## src/rtl/axi_read_arbiter.sv

```systemverilog
`default_nettype none
// ============================================================================
// Module   : axi_read_arbiter
// Brief    : Two-master to one-slave AXI read arbiter. Round-robin grant on
//            the AR channel, whole-burst ownership of the R channel, sticky
//            burst-length protocol error flag.
// Revision : 1.0 - initial release
// ============================================================================
module axi_read_arbiter (
    input  logic        clk,
    input  logic        rst,

    // Master 0 read address / data
    input  logic [3:0]  ARID_M0,
    input  logic [31:0] ARADDR_M0,
    input  logic [3:0]  ARLEN_M0,
    input  logic [2:0]  ARSIZE_M0,
    input  logic [1:0]  ARBURST_M0,
    input  logic        ARVALID_M0,
    output logic        ARREADY_M0,
    output logic [3:0]  RID_M0,
    output logic [31:0] RDATA_M0,
    output logic [1:0]  RRESP_M0,
    output logic        RLAST_M0,
    output logic        RVALID_M0,
    input  logic        RREADY_M0,

    // Master 1 read address / data
    input  logic [3:0]  ARID_M1,
    input  logic [31:0] ARADDR_M1,
    input  logic [3:0]  ARLEN_M1,
    input  logic [2:0]  ARSIZE_M1,
    input  logic [1:0]  ARBURST_M1,
    input  logic        ARVALID_M1,
    output logic        ARREADY_M1,
    output logic [3:0]  RID_M1,
    output logic [31:0] RDATA_M1,
    output logic [1:0]  RRESP_M1,
    output logic        RLAST_M1,
    output logic        RVALID_M1,
    input  logic        RREADY_M1,

    // DRAM slave port
    output logic [7:0]  ARID_S,
    output logic [31:0] ARADDR_S,
    output logic [3:0]  ARLEN_S,
    output logic [2:0]  ARSIZE_S,
    output logic [1:0]  ARBURST_S,
    output logic        ARVALID_S,
    input  logic        ARREADY_S,
    input  logic [7:0]  RID_S,
    input  logic [31:0] RDATA_S,
    input  logic [1:0]  RRESP_S,
    input  logic        RLAST_S,
    input  logic        RVALID_S,
    output logic        RREADY_S,

    // Status
    output logic        grant,
    output logic        prot_err
);

    typedef enum logic [1:0] {
        IDLE = 2'd0,
        ADDR = 2'd1,
        DATA = 2'd2
    } state_t;

    state_t      state_q;
    logic        gnt;
    logic        ptr;
    logic [3:0]  cnt;
    logic [3:0]  len_q;
    logic        prot_err_q;

    logic        w_ar_hs;
    logic        w_r_hs;
    logic        w_unused_rid_tag;

    // The upper RID_S nibble is the master tag we inserted; routing is by gnt,
    // so the tag is not needed on the return path.
    assign w_unused_rid_tag = ^RID_S[7:4];

    // AR payload is muxed by the owner; tag the ID with the master number
    assign ARID_S    = gnt ? {4'd1, ARID_M1} : {4'd0, ARID_M0};
    assign ARADDR_S  = gnt ? ARADDR_M1  : ARADDR_M0;
    assign ARLEN_S   = gnt ? ARLEN_M1   : ARLEN_M0;
    assign ARSIZE_S  = gnt ? ARSIZE_M1  : ARSIZE_M0;
    assign ARBURST_S = gnt ? ARBURST_M1 : ARBURST_M0;

    // R payload is broadcast; only the VALID is steered to the owner
    assign RID_M0   = RID_S[3:0];
    assign RID_M1   = RID_S[3:0];
    assign RDATA_M0 = RDATA_S;
    assign RDATA_M1 = RDATA_S;
    assign RRESP_M0 = RRESP_S;
    assign RRESP_M1 = RRESP_S;
    assign RLAST_M0 = RLAST_S;
    assign RLAST_M1 = RLAST_S;

    assign grant    = gnt;
    assign prot_err = prot_err_q;

    assign w_ar_hs = (state_q == ADDR) && ARVALID_S && ARREADY_S;
    assign w_r_hs  = (state_q == DATA) && RVALID_S && RREADY_S;

    // Handshake steering: each channel is only open in its own phase
    always_comb begin
        ARREADY_M0 = 1'b0;
        ARREADY_M1 = 1'b0;
        ARVALID_S  = 1'b0;
        RVALID_M0  = 1'b0;
        RVALID_M1  = 1'b0;
        RREADY_S   = 1'b0;
        if (state_q == ADDR) begin
            ARVALID_S = gnt ? ARVALID_M1 : ARVALID_M0;
            if (gnt) ARREADY_M1 = ARREADY_S;
            else     ARREADY_M0 = ARREADY_S;
        end else if (state_q == DATA) begin
            RREADY_S = gnt ? RREADY_M1 : RREADY_M0;
            if (gnt) RVALID_M1 = RVALID_S;
            else     RVALID_M0 = RVALID_S;
        end
    end

    // Arbitration FSM with beat counting and sticky length-error detection
    always_ff @(posedge clk) begin
        if (!rst) begin
            state_q    <= IDLE;
            gnt        <= 1'b0;
            ptr        <= 1'b0;
            cnt        <= 4'd0;
            len_q      <= 4'd0;
            prot_err_q <= 1'b0;
        end else begin
            case (state_q)
                IDLE: begin
                    if (ARVALID_M0 || ARVALID_M1) begin
                        // Contention resolved by the pointer alone
                        gnt     <= (ARVALID_M0 && ARVALID_M1) ? ptr : ARVALID_M1;
                        state_q <= ADDR;
                    end
                end
                ADDR: begin
                    if (w_ar_hs) begin
                        len_q   <= ARLEN_S;
                        cnt     <= 4'd0;
                        state_q <= DATA;
                    end
                end
                DATA: begin
                    if (w_r_hs) begin
                        cnt <= cnt + 4'd1;
                        // RLAST must coincide exactly with the final beat
                        if (RLAST_S != (cnt == len_q)) begin
                            prot_err_q <= 1'b1;
                        end
                        if (RLAST_S) begin
                            state_q <= IDLE;
                            ptr     <= ~gnt;
                        end
                    end
                end
                default: state_q <= IDLE;
            endcase
        end
    end

endmodule
`default_nettype wire

```

## config.mk

```make
export PLATFORM = sky130hd
export DESIGN_NAME = axi_read_arbiter
export DESIGN_NICKNAME = d
export VERILOG_FILES = /design/src/rtl/axi_read_arbiter.sv
export SDC_FILE = /design/constraint.sdc
export NUM_CORES = 1
export LEC_CHECK = 0
export ABC_AREA = 0
export CORE_AREA = 2 2 107 109
export CTS_CLUSTER_DIAMETER = 150
export CTS_CLUSTER_SIZE = 28
export DETAILED_ROUTE_END_ITERATION = 6
export DIE_AREA = 0 0 109 111
export PLACE_DENSITY_LB_ADDON = 0.3
export SYNTH_ARGS = -nofsm -noshare
export SYNTH_HDL_FRONTEND = slang
export SYNTH_SLANG_ARGS = --single-unit
```

## constraint.sdc

```tcl
create_clock -name clk -period 1.51 [get_ports clk]
set_input_delay 0.151 -clock clk [delete_from_list [all_inputs] [get_ports clk]]
set_output_delay 0.151 -clock clk [all_outputs]
set_load 0.01 [all_outputs]
```

Word level (Yosys, flattened, before mapping)
Cells that the tools add are included.
Widths: inputs -> output; s select.

word-level totals
  output and inout bits = 135
  word-level logic and storage cells = 59
  bits of input ports = 141
  flip-flop bits (word level) = 13

cells by class
  reductions and logical operators = 14
  equality and inequality tests = 8
  bitwise gates (word level) = 1
  add/sub/neg operators = 1
  mux-type cells = 29

operators by type and width
  operator             count
  $mux 32              1
  $mux 1               16
  $mux 4               3
  $mux 2               5
  $reduce_and 3->1     3
  $ne 2x2->1 const B   4
  $pmux 4 s2           1
  $pmux 2 s3           1
  $logic_and 1x1->1    5
  $mux 5               1
  $add 4x1->4 const B  1
  $eq 4x4->1           1
  $reduce_and 2->1     2
  $reduce_and 4->1     1
  $mux 3               1
  $eq 2x1->1 const B   1
  $eq 2x2->1 const B   1
  $logic_not 2->1      1
  $reduce_bool 2->1    1
  $logic_or 1x1->1     1
  $ne 1x1->1           1
  $not 1->1            1

Logic depth before layout (Yosys ltp)
  depth after elaboration = 6
  gate-level depth with buffers = 5
  gate-level depth less buffers = 4

Least setup slack after synthesis
OpenSTA, ideal clock, no wires.

  path kind = reg2out
  start = register gnt (netlist: grant)
  end = output port ARADDR_S[0]
  path slack = 13 ps
  arrival = 1346 ps
  stages on the path, launching flop included = 5
  buffers on the path = 3
  required time = 1359 ps
  path through = dfxtp_1 buf_6 buf_2 buf_2 mux2_2

on the way
  cells in the longest elaborated chain, start to end = 1

RTL lines
  item                      line  text
  start: declaration        70    logic gnt;
  start signal: assignment  140   gnt <= (ARVALID_M0 && ARVALID_M1) ? ptr : ARVALID_M1;
  $mux 32                   86    assign ARADDR_S = gnt ? ARADDR_M1 : ARADDR_M0;
  end: declaration          45    output logic [31:0] ARADDR_S,

Every way passes these cells.

Worst setup path in the final report
  start = register gnt (netlist: grant)
  end = output port ARADDR_S[26]

The elaborated chain is that of the path after synthesis.

==> out/results.txt <==
Max Fclk: 0.641 GHz
Setup Slack @ Placement: -227 ps
Crit path arrival time: 1410 ps
Max VDD drop: 0.000497 V
num rows: 39
total die area: 12100 um2
synthesized area: 1920 um2
clock buffer depth: 2
final hold violation count: 0
RePlAce Congestion: 0.779
most frequent cells after synthesis: 82 x buf_4, 45 x mux2_2, 13 x dfxtp_1, 11 x nand2_1, 9 x nor2_1
Crit. End Element: primary output
Starting Density: 0.173
Layout fillers: 1151
final net count: 465
Final Max Slew Viols: 0
Synth Area in Simple Gates: 0.118
ANT nets after route: 0
status: finished with violations
Inserted Diodes: 0
Area Overhead vs Synth: 92.2%
number of I/O pins: 276
post-synth top area cell: buf_4
CTS root buf: clkbuf_16
crit path max-delay cell type: dfxtp_4
Power Total: 1930 uW
Tmin final: 1560 ps
top_reg_cell synth: dfxtp_1
max-capacitance violation count: 0
main combinational cell family by area after synthesis: buffers and inverters
Pre-antenna DRT Iters: 3
failing checks: setup timing
DP Wirelength: 4730 um
PnR worst setup slack: -49.8 ps
Synth area leaders: buf_4 32%, mux2_2 26%, dfxtp_1 14%
vias in the first global route: 1990
P per Cell Area: 525 nW/um2
Routed wire per std cell: 14.5 um
number of synthesized register bits: 13
crit path buf inv count: 4
Design Area, Final: 3680 um2
Compound-Gate Fraction of Synth Area: 0.0705
mux share of post-synthesis cell area: 0.298
Reg clk slew, reported paths: 50 ps
crit path kind: reg2out
worst endpoint required time: 1360 ps
Worst R2R Start: grant
share of Yosys cell area claimed by the top area cell type: 0.321
sequential share of the synthesized area: 0.136
most frequent cell after synthesis: buf_4
crit-path cells: buf_6 > buf_12 > buf_6 > mux2_4 > buf_6
CORE AREA: 11100 um2
Min Hold Slack: 302 ps
critical path's largest stage delay: 360 ps
worst setup path start: grant
1st-iter DRT viols: 20
RSZ-0062 raised after global routing: true
largest net degree at the start of global routing: 16
final setup vio count: 16
detailed-route DRC error count: 0
Detailed Route WL: 6720 um
CP top delay family: buffers and inverters
Chip Height: 111 um
xor and xnor area share after synthesis: 0.0183
Hold Crit Class: in2out
initial antenna violation count: 0
Synth cell types: 39
Worst Skew: 3.69 ps
Synth Area per Inst: 8.75 um2
number of enable flip-flop cells after synthesis: 0
Sinks on Clock Net: 13
die width: 109 um
Async SR Flop Fraction: 0
CP Max Fanout: 6
post-synthesis cell count: 219
Via-to-Cell Ratio: 4.01
Port-buffer cells: 154
Placed Area: 3140 um2
grt ovf: 0
Crit path top cell by count: buf_6
H-tree Lvls: 1
Critical Path Start Type: flip-flop
hold path start: RID_S[1]
final worst-path cycle share: 1.03
GRT Total Usage: 0.105
worst skew pair latency: 250 ps
leakage power: 0.00155 uW
Post-Synth Adder-Cell Area: 0.00653
first-pass GRT wire length: 10000 um
CTS tree: built
fraction of layout cells with a size suffix above 1: 0.463
Synth Warn #: 0
via count: 1864
CTS Buf Count: 3
stage by stage:
| step | instances | TNS [ps] | utilization |
|---|---|---|---|
| finish | 465 | -266 | 0.332 |
| global route | 465 | -1950 | 0.332 |
| CTS | 464 | -1690 | 0.314 |
| detailed placement | 445 | -7130 | 0.283 |
| global placement | 445 | -7410 | 0.283 |
| floorplan | 221 | 0 | - |
worst reg2reg max path: stages (launching register included):
cell     delay [ps]
dfxtp_4         360
buf_12          140
buf_16          140
mux2i_4         200
nor3b_2         290
o22ai_1         130
and3_1          170
sequential cells by signal (all words and copies together) (netlist names):
register	count
cnt	4
grant	1
len_q	4
prot_err	1
ptr	1
state_q	2
metal layers:
metal | vias up | part of all wire | wire [um] | global-route usage
met1 | 852 | 0.36 | 2450 | 0.118
met2 | 136 | 0.52 | 3490 | 0.185
met5 | - | 0 | 0 | 0
li1 | 874 | - | - | -
met4 | 0 | 0.0027 | 18 | 0.0103
met3 | 2 | 0.11 | 762 | 0.0488
power breakdown:
part	internal (uW)	leakage, uW	total, uW	switching [uW]
Clock	353	0.0000409	510	157
Sequential	354	0.000106	365	11.0
Combinational	713	0.00140	1060	344
cell usage in the layout (no fill, tap or decap), drive strengths merged:
cell type      count
nand4b             1
or2                1
dfxtp             13
ha                 1
nand4bb            1
mux2i              4
a21boi             6
o311ai             2
nor3               2
nor4               1
nor2              10
o211ai             1
clkdlybuf4s50    101
nand3              1
nand3b             3
nand2b             1
inv                3
buf               83
and2               2
dlygate4sd2        2
nor4b              1
o221ai             1
and3               1
nor2b              1
mux2              45
nor3b              3
clkbuf             4
o2111ai            1
conb               3
o22ai              1
xor2               4
a32oi              1
clkinv             1
nand2             11
o21ai              5
path summary, 6_finish.rpt:
check | end | slack, ps | cells after the start
worst max-delay path | ARADDR_S[26] | -50 | 5
worst min-delay path | RID_M0[1] | 300 | 0
worst max register to register | state_q[1] | -20 | 6
worst min register to register | prot_err | 470 | 2
timing repair:
| item | CTS | global route |
|---|---|---|
| hold buffers | 0 | 0 |
| pin swaps | 4 | 5 |
| setup endpoints to repair | 58 | 58 |
| endpoints found under the hold margin | 0 | 0 |
| setup buffers | 10 | 4 |
| gates resized for setup | 255 | 61 |
| gates cloned | 5 | 0 |
area by class of cell:
cell class | instances | area [um2] | share of cell area
Clock buffer | 3 | 75.1 | 0.0204
Inverter | 3 | 13.8 | 0.00374
Timing Repair Buffer | 187 | 1970 | 0.535
Clock inverter | 1 | 5.00 | 0.00136
Tap cell | 143 | 179 | 0.0486
Multi-Input combinational cell | 115 | 1170 | 0.319
Sequential cell | 13 | 264 | 0.0717
cell families (layout without fill, tap and decap cells):
kind of cell	after synthesis	in the layout
buffers and inverters	93	194
muxes	49	49
and+or+nand+nor	40	40
AOI/OAI and AO/OA	18	18
DFF	13	13
xor gates and xnor gates	4	4
adders and majority gates	1	1
other	1	3
(Power assumes the default switching activity.)
